**src/rtl/dds_freq_sequencer_if.sv**
```systemverilog
// rtl/dds_freq_sequencer_if.sv - command and NCO word bundle for dds_freq_sequencer (optional trim: DDS_FREQ_TRIM_EN)
interface dds_freq_sequencer_if;
  logic        cmd_valid;
  logic        cmd_ready;
  logic        cmd_mode;
  logic [1:0]  cmd_sel;
  logic [15:0] cmd_phase;
  logic [15:0] cmd_dwell;
  logic        stop;
  logic [31:0] PhaseInc;
  logic [31:0] FreqMod;
  logic [15:0] PhaseMod;
  logic [1:0]  freq_idx;
  logic        dds_upd;
  logic        acq_en;
  logic        busy;
`ifdef DDS_FREQ_TRIM_EN
  logic signed [15:0] trim;

  modport master (
    output cmd_valid, cmd_mode, cmd_sel, cmd_phase, cmd_dwell, stop, trim,
    input  cmd_ready, PhaseInc, FreqMod, PhaseMod, freq_idx, dds_upd, acq_en, busy
  );

  modport slave (
    input  cmd_valid, cmd_mode, cmd_sel, cmd_phase, cmd_dwell, stop, trim,
    output cmd_ready, PhaseInc, FreqMod, PhaseMod, freq_idx, dds_upd, acq_en, busy
  );
`else
  modport master (
    output cmd_valid, cmd_mode, cmd_sel, cmd_phase, cmd_dwell, stop,
    input  cmd_ready, PhaseInc, FreqMod, PhaseMod, freq_idx, dds_upd, acq_en, busy
  );

  modport slave (
    input  cmd_valid, cmd_mode, cmd_sel, cmd_phase, cmd_dwell, stop,
    output cmd_ready, PhaseInc, FreqMod, PhaseMod, freq_idx, dds_upd, acq_en, busy
  );
`endif
endinterface

```
**src/rtl/dds_freq_sequencer.sv**
```systemverilog
// rtl/dds_freq_sequencer.sv - DDS tuning-word sequencer with settle/dwell acquisition gating (optional trim: DDS_FREQ_TRIM_EN)
module dds_freq_sequencer #(
  parameter logic [31:0] F100K      = 32'd42949673,
  parameter logic [31:0] F200K      = 32'd85899346,
  parameter logic [31:0] F500K      = 32'd214748365,
  parameter logic [31:0] F1M        = 32'd429496730,
  parameter int          SETTLE_CYC = 64
) (
  input  logic             clk,
  input  logic             rst_n,
  dds_freq_sequencer_if.slave sif
);

  // Settle counter runs SETTLE_CYC-1 down to 0, so SETTLE_CYC cycles in SETTLE.
  localparam int SW = (SETTLE_CYC > 1) ? $clog2(SETTLE_CYC) : 1;
  localparam logic [SW-1:0] SETTLE_LAST = SW'(SETTLE_CYC - 1);

  typedef enum logic [1:0] {S_IDLE, S_LOAD, S_SETTLE, S_DWELL} state_t;

  state_t      r_state;
  logic        r_mode;
  logic [15:0] r_dwell;
  logic [15:0] r_dwell_cnt;
  logic [SW-1:0] r_settle_cnt;
  logic [31:0] r_phase_inc;
  logic [15:0] r_phase_mod;
  logic [1:0]  r_freq_idx;
  logic        r_dds_upd;
  logic        r_acq_en;
  logic        w_accept;
  logic [1:0]  w_next_idx;

  function automatic logic [31:0] f_word(input logic [1:0] idx);
    case (idx)
      2'd0:    f_word = F100K;
      2'd1:    f_word = F200K;
      2'd2:    f_word = F500K;
      default: f_word = F1M;
    endcase
  endfunction

  assign w_accept   = sif.cmd_valid && (r_state == S_IDLE);
  assign w_next_idx = r_freq_idx + 2'd1;

`ifdef DDS_FREQ_TRIM_EN
  logic [31:0] r_freq_mod;
  logic [31:0] w_trim_ext;

  assign w_trim_ext = {{16{sif.trim[15]}}, sif.trim};

  // Trim is captured on every edge entering LOAD, alongside the new tuning word.
  always_ff @(posedge clk or negedge rst_n) begin
    if (!rst_n) begin
      r_freq_mod <= 32'd0;
    end else if (w_accept ||
                 (r_state == S_DWELL && !sif.stop && r_dwell_cnt == 16'd0 && r_mode)) begin
      r_freq_mod <= w_trim_ext;
    end
  end

  assign sif.FreqMod = r_freq_mod;
`else
  assign sif.FreqMod = 32'd0;
`endif

  // Main sequencer: IDLE -> LOAD -> SETTLE -> DWELL, stop returns to IDLE keeping the words.
  always_ff @(posedge clk or negedge rst_n) begin
    if (!rst_n) begin
      r_state      <= S_IDLE;
      r_mode       <= 1'b0;
      r_dwell      <= 16'd0;
      r_dwell_cnt  <= 16'd0;
      r_settle_cnt <= '0;
      r_phase_inc  <= F200K;
      r_phase_mod  <= 16'd0;
      r_freq_idx   <= 2'd1;
      r_dds_upd    <= 1'b0;
      r_acq_en     <= 1'b0;
    end else begin
      case (r_state)
        S_IDLE: begin
          r_dds_upd <= 1'b0;
          r_acq_en  <= 1'b0;
          if (w_accept) begin
            r_mode      <= sif.cmd_mode;
            r_dwell     <= (sif.cmd_dwell == 16'd0) ? 16'd1 : sif.cmd_dwell;
            r_phase_inc <= f_word(sif.cmd_sel);
            r_phase_mod <= sif.cmd_phase;
            r_freq_idx  <= sif.cmd_sel;
            r_dds_upd   <= 1'b1;
            r_state     <= S_LOAD;
          end
        end

        S_LOAD: begin
          r_dds_upd <= 1'b0;
          r_acq_en  <= 1'b0;
          if (sif.stop) begin
            r_state <= S_IDLE;
          end else begin
            r_settle_cnt <= SETTLE_LAST;
            r_state      <= S_SETTLE;
          end
        end

        S_SETTLE: begin
          if (sif.stop) begin
            r_settle_cnt <= '0;
            r_state      <= S_IDLE;
          end else if (r_settle_cnt == '0) begin
            r_acq_en    <= 1'b1;
            r_dwell_cnt <= r_dwell - 16'd1;
            r_state     <= S_DWELL;
          end else begin
            r_settle_cnt <= r_settle_cnt - 1'b1;
          end
        end

        S_DWELL: begin
          if (sif.stop) begin
            r_acq_en    <= 1'b0;
            r_dwell_cnt <= 16'd0;
            r_state     <= S_IDLE;
          end else if (r_dwell_cnt == 16'd0) begin
            r_acq_en <= 1'b0;
            if (r_mode) begin
              r_freq_idx  <= w_next_idx;
              r_phase_inc <= f_word(w_next_idx);
              r_dds_upd   <= 1'b1;
              r_state     <= S_LOAD;
            end else begin
              r_state <= S_IDLE;
            end
          end else begin
            r_dwell_cnt <= r_dwell_cnt - 16'd1;
          end
        end

        default: begin
          r_dds_upd <= 1'b0;
          r_acq_en  <= 1'b0;
          r_state   <= S_IDLE;
        end
      endcase
    end
  end

  assign sif.cmd_ready = (r_state == S_IDLE);
  assign sif.busy      = (r_state != S_IDLE);
  assign sif.PhaseInc  = r_phase_inc;
  assign sif.PhaseMod  = r_phase_mod;
  assign sif.freq_idx  = r_freq_idx;
  assign sif.dds_upd   = r_dds_upd;
  assign sif.acq_en    = r_acq_en;

endmodule

```
**src/flat_wrapper.sv**
```systemverilog
// flat-port wrapper written by rule: the top's interface ports become plain ports
module dds_freq_sequencer_flat 
#(
  parameter logic [31:0] F100K      = 32'd42949673,
  parameter logic [31:0] F200K      = 32'd85899346,
  parameter logic [31:0] F500K      = 32'd214748365,
  parameter logic [31:0] F1M        = 32'd429496730,
  parameter int          SETTLE_CYC = 64
)
  (clk, rst_n, sif_cmd_valid, sif_cmd_mode, sif_cmd_sel, sif_cmd_phase, sif_cmd_dwell, sif_stop, sif_cmd_ready, sif_PhaseInc, sif_FreqMod, sif_PhaseMod, sif_freq_idx, sif_dds_upd, sif_acq_en, sif_busy);
  dds_freq_sequencer_if sif_i ();
  input  logic clk;
  input  logic rst_n;
  input wire logic [$bits(sif_i.cmd_valid)-1:0] sif_cmd_valid;
  input wire logic [$bits(sif_i.cmd_mode)-1:0] sif_cmd_mode;
  input wire logic [$bits(sif_i.cmd_sel)-1:0] sif_cmd_sel;
  input wire logic [$bits(sif_i.cmd_phase)-1:0] sif_cmd_phase;
  input wire logic [$bits(sif_i.cmd_dwell)-1:0] sif_cmd_dwell;
  input wire logic [$bits(sif_i.stop)-1:0] sif_stop;
  output wire logic [$bits(sif_i.cmd_ready)-1:0] sif_cmd_ready;
  output wire logic [$bits(sif_i.PhaseInc)-1:0] sif_PhaseInc;
  output wire logic [$bits(sif_i.FreqMod)-1:0] sif_FreqMod;
  output wire logic [$bits(sif_i.PhaseMod)-1:0] sif_PhaseMod;
  output wire logic [$bits(sif_i.freq_idx)-1:0] sif_freq_idx;
  output wire logic [$bits(sif_i.dds_upd)-1:0] sif_dds_upd;
  output wire logic [$bits(sif_i.acq_en)-1:0] sif_acq_en;
  output wire logic [$bits(sif_i.busy)-1:0] sif_busy;
  assign sif_i.cmd_valid = sif_cmd_valid;
  assign sif_i.cmd_mode = sif_cmd_mode;
  assign sif_i.cmd_sel = sif_cmd_sel;
  assign sif_i.cmd_phase = sif_cmd_phase;
  assign sif_i.cmd_dwell = sif_cmd_dwell;
  assign sif_i.stop = sif_stop;
  assign sif_cmd_ready = sif_i.cmd_ready;
  assign sif_PhaseInc = sif_i.PhaseInc;
  assign sif_FreqMod = sif_i.FreqMod;
  assign sif_PhaseMod = sif_i.PhaseMod;
  assign sif_freq_idx = sif_i.freq_idx;
  assign sif_dds_upd = sif_i.dds_upd;
  assign sif_acq_en = sif_i.acq_en;
  assign sif_busy = sif_i.busy;
  dds_freq_sequencer #(.F100K(F100K), .F200K(F200K), .F500K(F500K), .F1M(F1M), .SETTLE_CYC(SETTLE_CYC)) u_core (.clk(clk), .rst_n(rst_n), .sif(sif_i));
endmodule
```
**config.mk**
```make
export PLATFORM = sky130hd
export DESIGN_NAME = dds_freq_sequencer_flat
export DESIGN_NICKNAME = d
export VERILOG_FILES = /design/src/rtl/dds_freq_sequencer_if.sv /design/src/rtl/dds_freq_sequencer.sv /design/src/flat_wrapper.sv
export SDC_FILE = /design/constraint.sdc
export NUM_CORES = 1
export LEC_CHECK = 0
export ABC_AREA = 1
export BUFFER_PORTS_ARGS = -buffer_cell sky130_fd_sc_hd__buf_2
export CAP_MARGIN = 20
export CORE_MARGIN = 3
export CORE_UTILIZATION = 59
export DETAILED_ROUTE_END_ITERATION = 7
export HOLD_SLACK_MARGIN = 0.03
export PLACE_DENSITY = 0.87
export SLEW_MARGIN = 10
export SYNTH_ARGS = -nofsm -noshare
export SYNTH_HDL_FRONTEND = slang
export SYNTH_SLANG_ARGS = --single-unit
```
**constraint.sdc**
```tcl
create_clock -name clk -period 3.35 [get_ports clk]
set_input_delay 0.67 -clock clk [delete_from_list [all_inputs] [get_ports clk]]
set_output_delay 0.67 -clock clk [all_outputs]
set_load 0.02 [all_outputs]
```
==> out/summary.txt, run 1 <==
CP Data Arrival Time - 2830 ps
Syn Area/Cell - 7.978 um^2
initial antenna violation count - 0
hold_ws - 410.0 ps
Post-route DRC - 0
dpl cells - 795
TritonCTS Buffers - 9
Core Util, Final - 66.38%
FP Rows - 33
CTS tree - yes
max-slew violation count - 0
Slew headroom - 37.42%
max_cap viols - 0
Worst setup SP type - flop
fin crit share - 77.03%
antenna viol nets, final - 0
CTS Sinks - 75
cts repair resizes - 0
1st-pass router iterations - 5
port bufs - 85
Final #Nets - 762
Die Area - 9705 um^2
Tmin final - 2580 ps
required time of the critical path - 3600 ps
FF+latch area - 1887 um^2
worst-case vdd ir drop - 0.5495 mV
Via Count - 4177
Root Driver - clkbuf_8
Primary FF master, synth - dfrtp_1
Synthesis Warnings - 0
Non-Filler Instances - 811
hold crit path type - in -> async
Final TNS setup - 0 ps
Synth-to-Final Area Change - 8.548%
critical setup path kind - reg -> reg
number of diodes - 0
core area - 8258 um^2
fillers - 663
Leak - 0.002827 uW
GPL Wtd Cong - 0.9208
DR vias/cell - 5.150
Total Wirelength - 10320 um
async set or reset register ratio after synthesis - 100.0%
largest net degree at the start of global routing - 76
Worst R2R Path Depth - 9
Netlist cell types - 41
Yosys top cell area share - 33.20%
vias in the first global route - 4038
clk slew on worst S/H paths - 80 ps
Finish-stage setup viols - 0
share of cells above drive strength 1 - 27.62%
dominant cell type by area after synthesis - dfrtp_1
Seq/Total Area, Yosys - 37.36%
Bufs on Longest Clock Path - 2
global route overflow - 0
Cell Area, Synth - 5050 um^2
aggregate global-route resource usage - 21.88%
post-detail-place hpwl - 7628 um
Starting Density - 61.15%
CTS H-tree lvls - 3
Post-Synthesis Cells - 633
die height - 98.52 um
#FFs+latches synth - 75
Multi-input gate area - 2541 um^2
skew final - 9.106 ps
Hold Violations, Final - 0
Crit. End Element - flop
first-pass GRT wire length - 17640 um
status - finished clean
DIE WIDTH - 98.52 um
DR WL/cell - 12.72 um
DR iter-0 viols - 247
Setup Buffers After CTS - 0
CP Max Fanout - 25
Synth area leaders - dfrtp_1, nand2_1, buf_4
Top Ports - 125
Post-synth EDFFs - 0
Slew @ Worst Pin - 938.7 ps
Fmax - 387.5 MHz
CTS Hold Bufs - 0
worst skew pair latency - 370 ps
RSZ-0062 raised after global routing - false
Power per Cell Area - 1014 nW/um^2
## cell usage in the layout, fill, tap and decap left out, drive strengths merged, types with 2 or more instances in the layout
master | Yosys | layout
xnor2 | 2 | 2
mux2 | 24 | 24
o21ai | 62 | 62
dfrtp | 67 | 67
ha | 22 | 22
o22ai | 3 | 3
clkinv | 0 | 3
xor2 | 2 | 2
a22oi | 2 | 2
nor4 | 2 | 2
buf | 66 | 87
a21oi | 11 | 11
o21bai | 3 | 3
nor3 | 5 | 5
conb | 2 | 39
nor2 | 76 | 76
clkbuf | 1 | 9
nand2 | 164 | 164
bufinv | 0 | 2
dfstp | 8 | 8
inv | 67 | 68
nand4 | 6 | 6
nand3 | 32 | 32
## per-layer routing
| layer | share of wire (%) | track usage [%] | vias up |
|---|---|---|---|
| met5 | 0 | 0 | - |
| met4 | 2.1 | 7.353 | 0 |
| met3 | 6.3 | 4.812 | 18 |
| met2 | 49 | 37.96 | 157 |
| met1 | 42 | 27.04 | 1936 |
| li1 | - | - | 2066 |
## where the power goes
| group | internal, uW | total [uW] | switching, uW |
|---|---|---|---|
| clock network | 425 | 793 | 368 |
| logic | 1050 | 2970 | 1920 |
| registers | 1400 | 1790 | 392 |
## registers in the layout (all words and copies together), names as in the netlist
| signal | count |
|---|---|
| u_core.sif.freq_idx | 2 |
| u_core.r_dwell_cnt | 16 |
| u_core.r_state | 2 |
| u_core.r_mode | 1 |
| u_core.sif.PhaseInc | 14 |
| u_core.sif.acq_en | 1 |
| u_core.r_settle_cnt | 6 |
| u_core.sif.PhaseMod | 16 |
| u_core.r_dwell | 16 |
| u_core.sif.dds_upd | 1 |
## worst paths after layout
kind	startpoint	endpoint	slack, ps
setup / recovery	u_core.r_state[0]	u_core.r_dwell_cnt[11]	770
setup reg to reg	u_core.r_state[0]	u_core.r_dwell_cnt[11]	770
min in group clk	u_core.sif.PhaseInc[18]	u_core.sif.PhaseInc[18]	470
hold / removal	rst_n	u_core.r_dwell_cnt[2]	410
hold reg to reg	u_core.sif.PhaseInc[18]	u_core.sif.PhaseInc[18]	470
max in group asynchronous	rst_n	u_core.r_dwell[1]	2300
## worst max-delay path: stages, from the launching register on
cell     delay (ps)
dfrtp_1         440
ha_1            680
inv_4           250
nor2_4          130
buf_4           200
nand3_1         110
nand2_2         220
inv_2           210
nand2_1         150
nand2_1          70
## logic make-up (layout without fill, tap and decap cells)
family,count (synthesis),after routing,share of synthesized area [%]
flip-flops,75,75,37.36
buffers and inverters,134,170,15.06
multiplexers,24,24,5.352
other,2,39,0.1487
XOR/XNOR,4,4,0.6939
adder cells (fa/ha/maj),22,22,5.451
AO/OA/AOI/OAI,86,86,10.73
AND/OR/NAND/NOR,286,286,25.20
## final cells by class
class	instances	area share, %
sequential	75	34.42
timing repair buffer	87	8.080
multi-input combinational	461	46.36
clock buffer	9	2.260
tap	105	2.397
clock inverter	7	1.849
inverter	67	4.634
## through the flow
stage          power [uW]  setup slack [ps]  area (um^2)
6_report             5557             769.5         5482
4_1_cts              5581             774.0         5482
3_3_place_gp         4633             901.5         5256
3_5_place_dp         4756             812.5         5256
2_1_floorplan        4227              1556         5189
5_1_grt              6024             543.0         5482
## Yosys cell counts, types with 5 or more instances
cell,instances
nand2_1,146
nor2_1,68
dfrtp_1,67
inv_1,61
buf_4,54
o21ai_0,36
nand3_1,29
mux2_2,24
ha_1,22
o21ai_2,22
nand2_2,17
a21oi_1,11
dfstp_2,8
buf_2,6
buf_6,6
inv_2,5
nand4_1,5
No activity file was read; power rests on OpenSTA's default activity.
==> inputs of run 2 (changes only) <==
- CORE_UTILIZATION: 59 -> 54
- PLACE_DENSITY: 0.87 -> 0.81
- clock period: 3.35 -> 2.56 ns (I/O delays scaled with it)
==> run 2 against run 1 <==
Against the previous run:
- setup slack worse by 370 ps
- register-to-register slack got worse by 370 ps
- sequential cell count is the same
- critical endpoint is now u_core.r_dwell_cnt[5]
- non-clock buffer count rose by 2
- sequential power up 31%
- count of clock-buffer cells in the layout grew 3
- die area is 8.7% higher
- via count fell by 0.45%
- total power up 32%
- hold slack lost 120 ps
- first-iteration DRC count grew 5.3%
==> out/summary.txt, run 2 (synthesis results as in run 1) <==
Core Util, Final - 61.91% (was 66.38%)
P_sw - 3505 uW (was 2680 uW)
CP Max Fanout - 20 (was 25)
Fmax - 463.3 MHz (was 387.5 MHz)
initial antenna violation count - 0 (unchanged)
dpl cells - 800 (was 795)
Via Count - 4158 (was 4177)
Crit. End Element - flop (unchanged)
GPL Wtd Cong - 0.9050 (was 0.9208)
first-pass GRT wire length - 18230 um (was 17640 um)
global route overflow - 0 (unchanged)
antenna viol nets, final - 0 (unchanged)
CP Data Arrival Time - 2430 ps (was 2830 ps)
total chip power - 7332 uW (was 5557 uW)
RSZ-0062 raised after global routing - false (unchanged)
max_cap viols - 0 (unchanged)
CTS Sinks - 75 (unchanged)
max-slew violation count - 0 (unchanged)
share of cells above drive strength 1 - 27.68% (was 27.62%)
Bufs on Longest Clock Path - 2 (unchanged)
Synth-to-Final Area Change - 8.994% (was 8.548%)
Multi-input gate area - 2541 um^2 (unchanged)
DIE WIDTH - 102.7 um (was 98.52 um)
combinational power share - 53.6% (was 53.5%)
core area - 8891 um^2 (was 8258 um^2)
critical setup path kind - reg -> reg (unchanged)
fillers - 767 (was 663)
Top Ports - 125 (unchanged)
Setup Buffers After CTS - 0 (unchanged)
Worst setup SP type - flop (unchanged)
clk slew on worst S/H paths - 80 ps (about the same)
CTS Hold Bufs - 0 (unchanged)
cts repair resizes - 0 (unchanged)
Non-Filler Instances - 816 (was 811)
largest net degree at the start of global routing - 76 (unchanged)
CTS tree - yes (unchanged)
DR iter-0 viols - 260 (was 247)
Leak - 0.002841 uW (was 0.002827 uW)
aggregate global-route resource usage - 21.24% (was 21.88%)
FP Rows - 34 (was 33)
worst-case vdd ir drop - 0.7268 mV (was 0.5495 mV)
Final #Nets - 764 (was 762)
P_int - 3828 uW (was 2877 uW)
port bufs - 85 (unchanged)
worst skew pair latency - 350 ps (was 370 ps)
Die Area - 10550 um^2 (was 9705 um^2)
skew final - 15.29 ps (was 9.106 ps)
TritonCTS Buffers - 9 (unchanged)
DR vias/cell - 5.096 (was 5.150)
Slew @ Worst Pin - 926.4 ps (was 938.7 ps)
fin crit share - 84.31% (was 77.03%)
vias in the first global route - 4006 (was 4038)
CTS H-tree lvls - 3 (unchanged)
required time of the critical path - 2830 ps (was 3600 ps)
Finish-stage setup viols - 0 (unchanged)
1st-pass router iterations - 5 (unchanged)
die height - 102.7 um (was 98.52 um)
Final TNS setup - 0 ps (unchanged)
DR WL/cell - 13.00 um (was 12.72 um)
FF+latch area - 1887 um^2 (unchanged)
Slew headroom - 38.24% (was 37.42%)
Clk pwr share - 14.3% (about the same)
Root Driver - clkbuf_8 (unchanged)
Starting Density - 56.80% (was 61.15%)
Worst R2R Path Depth - 10 (was 9)
switching share of power - 47.80% (was 48.23%)
number of diodes - 0 (unchanged)
most frequent cells in the layout - nand2_1, buf_2, nor2_1, dfrtp_1, inv_1 (unchanged)
Hold Violations, Final - 0 (unchanged)
hold crit path type - in -> async (unchanged)
commonest non-fill, non-tap cell in the layout - nand2_1 (unchanged)
post-detail-place hpwl - 7832 um (was 7628 um)
status - finished clean (unchanged)
Flop pwr share - 32.0% (was 32.2%)
Post-route DRC - 0 (unchanged)
Power per Cell Area - 1332 nW/um^2 (was 1014 nW/um^2)
Tmin final - 2158 ps (was 2580 ps)
Total Wirelength - 10610 um (was 10320 um)
run 2: per-layer routing:
layer | up-vias | GRT usage [%] | routed length [um]
met5 | - | 0 | 0
met4 | 0 | 4.945 | 75
met3 | 8 | 5.683 | 781
met2 | 158 | 34.16 | 5007
met1 | 1926 | 28.81 | 4741
li1 | 2066 | - | -
run 2: final cells by class:
cell class	instances	area share (%)
clock buffers	12	2.819
clock inverters	4	1.341
inverters	67	4.615
multi-input cells	461	46.17
flip-flops and latches	75	34.28
well taps	108	2.455
repair buffers	89	8.320
run 2: path summary, 6_finish.rpt:
kind / end / slack (ps) / startpoint
setup / recovery: u_core.r_dwell_cnt[5] / 400 / u_core.r_state[0]
hold / removal: u_core.sif.PhaseMod[3] / 290 / rst_n
setup reg to reg: u_core.r_dwell_cnt[5] / 400 / u_core.r_state[0]
hold reg to reg: u_core.sif.PhaseInc[18] / 480 / u_core.sif.PhaseInc[18]
max in group asynchronous: u_core.r_dwell_cnt[11] / 1650 / rst_n
min in group clk: u_core.r_mode / 390 / sif_cmd_mode
run 2: through the flow:
step / setup slack, ps / hold WS (ps) / area (um^2)
6_report: 401.6 / 293.0 / 5504
5_1_grt: 209.1 / 365.3 / 5504
4_1_cts: 425.8 / 350.3 / 5504
3_5_place_dp: 441.9 / 468.2 / 5275
3_3_place_gp: 534.3 / 461.9 / 5275
2_1_floorplan: 765.6 / 216.4 / 5189
run 2: worst max-delay path, stage by stage (launching register included):
cell and delay, ps:
dfrtp_1 430, inv_1 100, ha_1 370, inv_2 120, nor2_4 130, nand4_2 100
o21ai_2 90, nand2_2 180, inv_2 370, nand2_1 120, o21ai_2 70
run 2: power by group through the flow:
| stage | clock network (uW) | logic, uW | registers [uW] |
|---|---|---|---|
| after floorplan | 0 | 2950 | 2580 |
| after global placement | 0 | 3790 | 2320 |
| after detailed placement | 0 | 3900 | 2350 |
| after CTS | 1070 | 3950 | 2340 |
| after global routing | 1130 | 4450 | 2430 |
| final | 1050 | 3930 | 2350 |
==> inputs of run 3 (changes only) <==
- CORE_UTILIZATION: 54 -> 49
- PLACE_DENSITY: 0.81 -> 0.77
- clock period: 2.56 -> 1.75 ns (I/O delays scaled with it)
==> run 3 against run 2 <==
Against the previous run:
- critical endpoint is now u_core.r_dwell_cnt[8]
- largest cell class unchanged
- setup slack got worse by 300 ps
- critical path depth shrank 1
- register-to-register slack got worse by 300 ps
==> out/summary.txt, run 3 (synthesis results as in run 1) <==
skew final - 6.679 ps (was 15.29 ps)
CP most frequent cell - nand2_1
Synth-to-Final Area Change - 12.59% (was 8.994%)
max_cap viols - 0 (unchanged)
vias in the first global route - 3848 (was 4006)
dpl cell area - 5404 um^2 (was 5275 um^2)
hold_ws - 220.3 ps (was 293.0 ps)
aggregate global-route resource usage - 18.25% (was 21.24%)
first-pass GRT wire length - 17090 um (was 18230 um)
Critical Path Max Stage Delay - 380 ps (was 430 ps)
clk slew on worst S/H paths - 80 ps (about the same)
port bufs - 85 (unchanged)
Worst setup SP type - flop (unchanged)
Bufs on Longest Clock Path - 2 (unchanged)
RSZ-0062 raised after global routing - false (unchanged)
1st-pass router iterations - 5 (unchanged)
post-route cell area - 5685 um^2 (was 5504 um^2)
Die Area - 11560 um^2 (was 10550 um^2)
initial antenna violation count - 0 (unchanged)
most frequent cells in the layout - nand2_1, buf_2, nor2_1, dfrtp_1, inv_1 (unchanged)
Final TNS setup - 0 ps (unchanged)
largest net degree at the start of global routing - 44 (was 76)
Root Driver - clkbuf_8 (unchanged)
CTS H-tree lvls - 3 (unchanged)
worst-path cell chain - inv_2 > ha_1 > nand2_1 > nor2_2 > nor2_1 > o21ai_0 > nand2_1 > nand2_1 > nand2_1 (was inv_1 > ha_1 > inv_2 > nor2_4 > nand4_2 > o21ai_2 > nand2_2 > inv_2 > nand2_1 > o21ai_2)
antenna viol nets, final - 0 (unchanged)
die height - 107.5 um (was 102.7 um)
hold crit path type - in -> reg (was in -> async)
Finish-stage setup viols - 0 (unchanged)
post-detail-place hpwl - 7621 um (was 7832 um)
FP Rows - 36 (was 34)
GPL Wtd Cong - 0.8779 (was 0.9050)
max-slew violation count - 0 (unchanged)
worst skew pair latency - 350 ps (about the same)
DR WL/cell - 12.33 um (was 13.00 um)
Critical Path Slowest Stage Cell - dfrtp_1 (unchanged)
global route overflow - 0 (unchanged)
Via Count - 4140 (was 4158)
fin crit share - 93.95% (was 84.31%)
required time of the critical path - 2000 ps (was 2830 ps)
Crit. End Element - flop (unchanged)
Non-Filler Instances - 851 (was 816)
CTS Sinks - 75 (unchanged)
CP Data Arrival Time - 1890 ps (was 2430 ps)
DIE WIDTH - 107.5 um (was 102.7 um)
Power per Cell Area - 1932 nW/um^2 (was 1332 nW/um^2)
Fmax - 608.2 MHz (was 463.3 MHz)
Total Wirelength - 10490 um (was 10610 um)
status - finished clean (unchanged)
critical setup path kind - reg -> reg (unchanged)
share of cells above drive strength 1 - 30.08% (was 27.68%)
number of diodes - 0 (unchanged)
delay-heaviest family, CP - simple AND/OR/NAND/NOR gates (was buffers and inverters)
Top Ports - 125 (unchanged)
DR vias/cell - 4.865 (was 5.096)
total chip power - 10990 uW (was 7332 uW)
DR iter-0 viols - 283 (was 260)
Final #Nets - 774 (was 764)
Bufs and invs on worst path - 1 (was 3)
dpl cells - 833 (was 800)
Post-route DRC - 0 (unchanged)
worst-case vdd ir drop - 0.9390 mV (was 0.7268 mV)
fillers - 900 (was 767)
CTS tree - yes (unchanged)
Hold Violations, Final - 0 (unchanged)
Leak - 0.002899 uW (was 0.002841 uW)
Tmin final - 1644 ps (was 2158 ps)
core area - 9910 um^2 (was 8891 um^2)
CP Max Fanout - 4 (was 20)
TritonCTS Buffers - 9 (unchanged)
commonest non-fill, non-tap cell in the layout - nand2_1 (unchanged)
Starting Density - 50.96% (was 56.80%)
run 3: cell type report:
class	instances	area [um^2]	share of cell area [%]
inverter	67	256.5	4.511
sequential	75	1888	33.21
timing repair buffer	99	594.3	10.45
tap	133	166.4	2.927
clock buffer	12	165.2	2.905
clock inverter	4	47.55	0.8363
multi-input combinational	461	2567	45.16
run 3: report_power, final:
part	switching (uW)	internal [uW]
Combinational	3820	2370
Clock	649	771
Sequential	694	2680
Total	5160	5820
run 3: repair_timing:
action                                  in CTS  in global routing
hold buffers                                 1                  0
gates resized for setup                      0                 16
endpoints found under the hold margin       25                  0
buffers inserted                             0                  0
endpoints found under the setup margin       0                 35
run 3: routing by layer:
| metal | global-route usage [%] | up-vias | wire length, um |
|---|---|---|---|
| met5 | 0 | - | 0 |
| li1 | - | 2085 | - |
| met3 | 3.899 | 9 | 532 |
| met1 | 22.64 | 1939 | 4568 |
| met2 | 31.88 | 107 | 5271 |
| met4 | 5.320 | 0 | 116 |
run 3: through the flow:
step	worst slack [ps]	utilization, %
floorplan	29.39	-
global placement	129.7	54.53
detailed placement	90.88	54.53
CTS	33.17	56.78
global route	3.920	57.37
finish	105.9	57.37
run 3: worst paths after layout:
path	startpoint	to	slack [ps]	cells past startpoint
max	u_core.r_dwell[0]	u_core.r_dwell_cnt[8]	110	9
min	sif_cmd_phase[13]	u_core.sif.PhaseMod[13]	220	2
max reg2reg	u_core.r_dwell[0]	u_core.r_dwell_cnt[8]	110	9
min reg2reg	u_core.sif.PhaseInc[15]	u_core.sif.PhaseInc[15]	470	2
max in group asynchronous	rst_n	u_core.r_settle_cnt[1]	680	3
min in group asynchronous	rst_n	u_core.sif.PhaseInc[22]	490	2
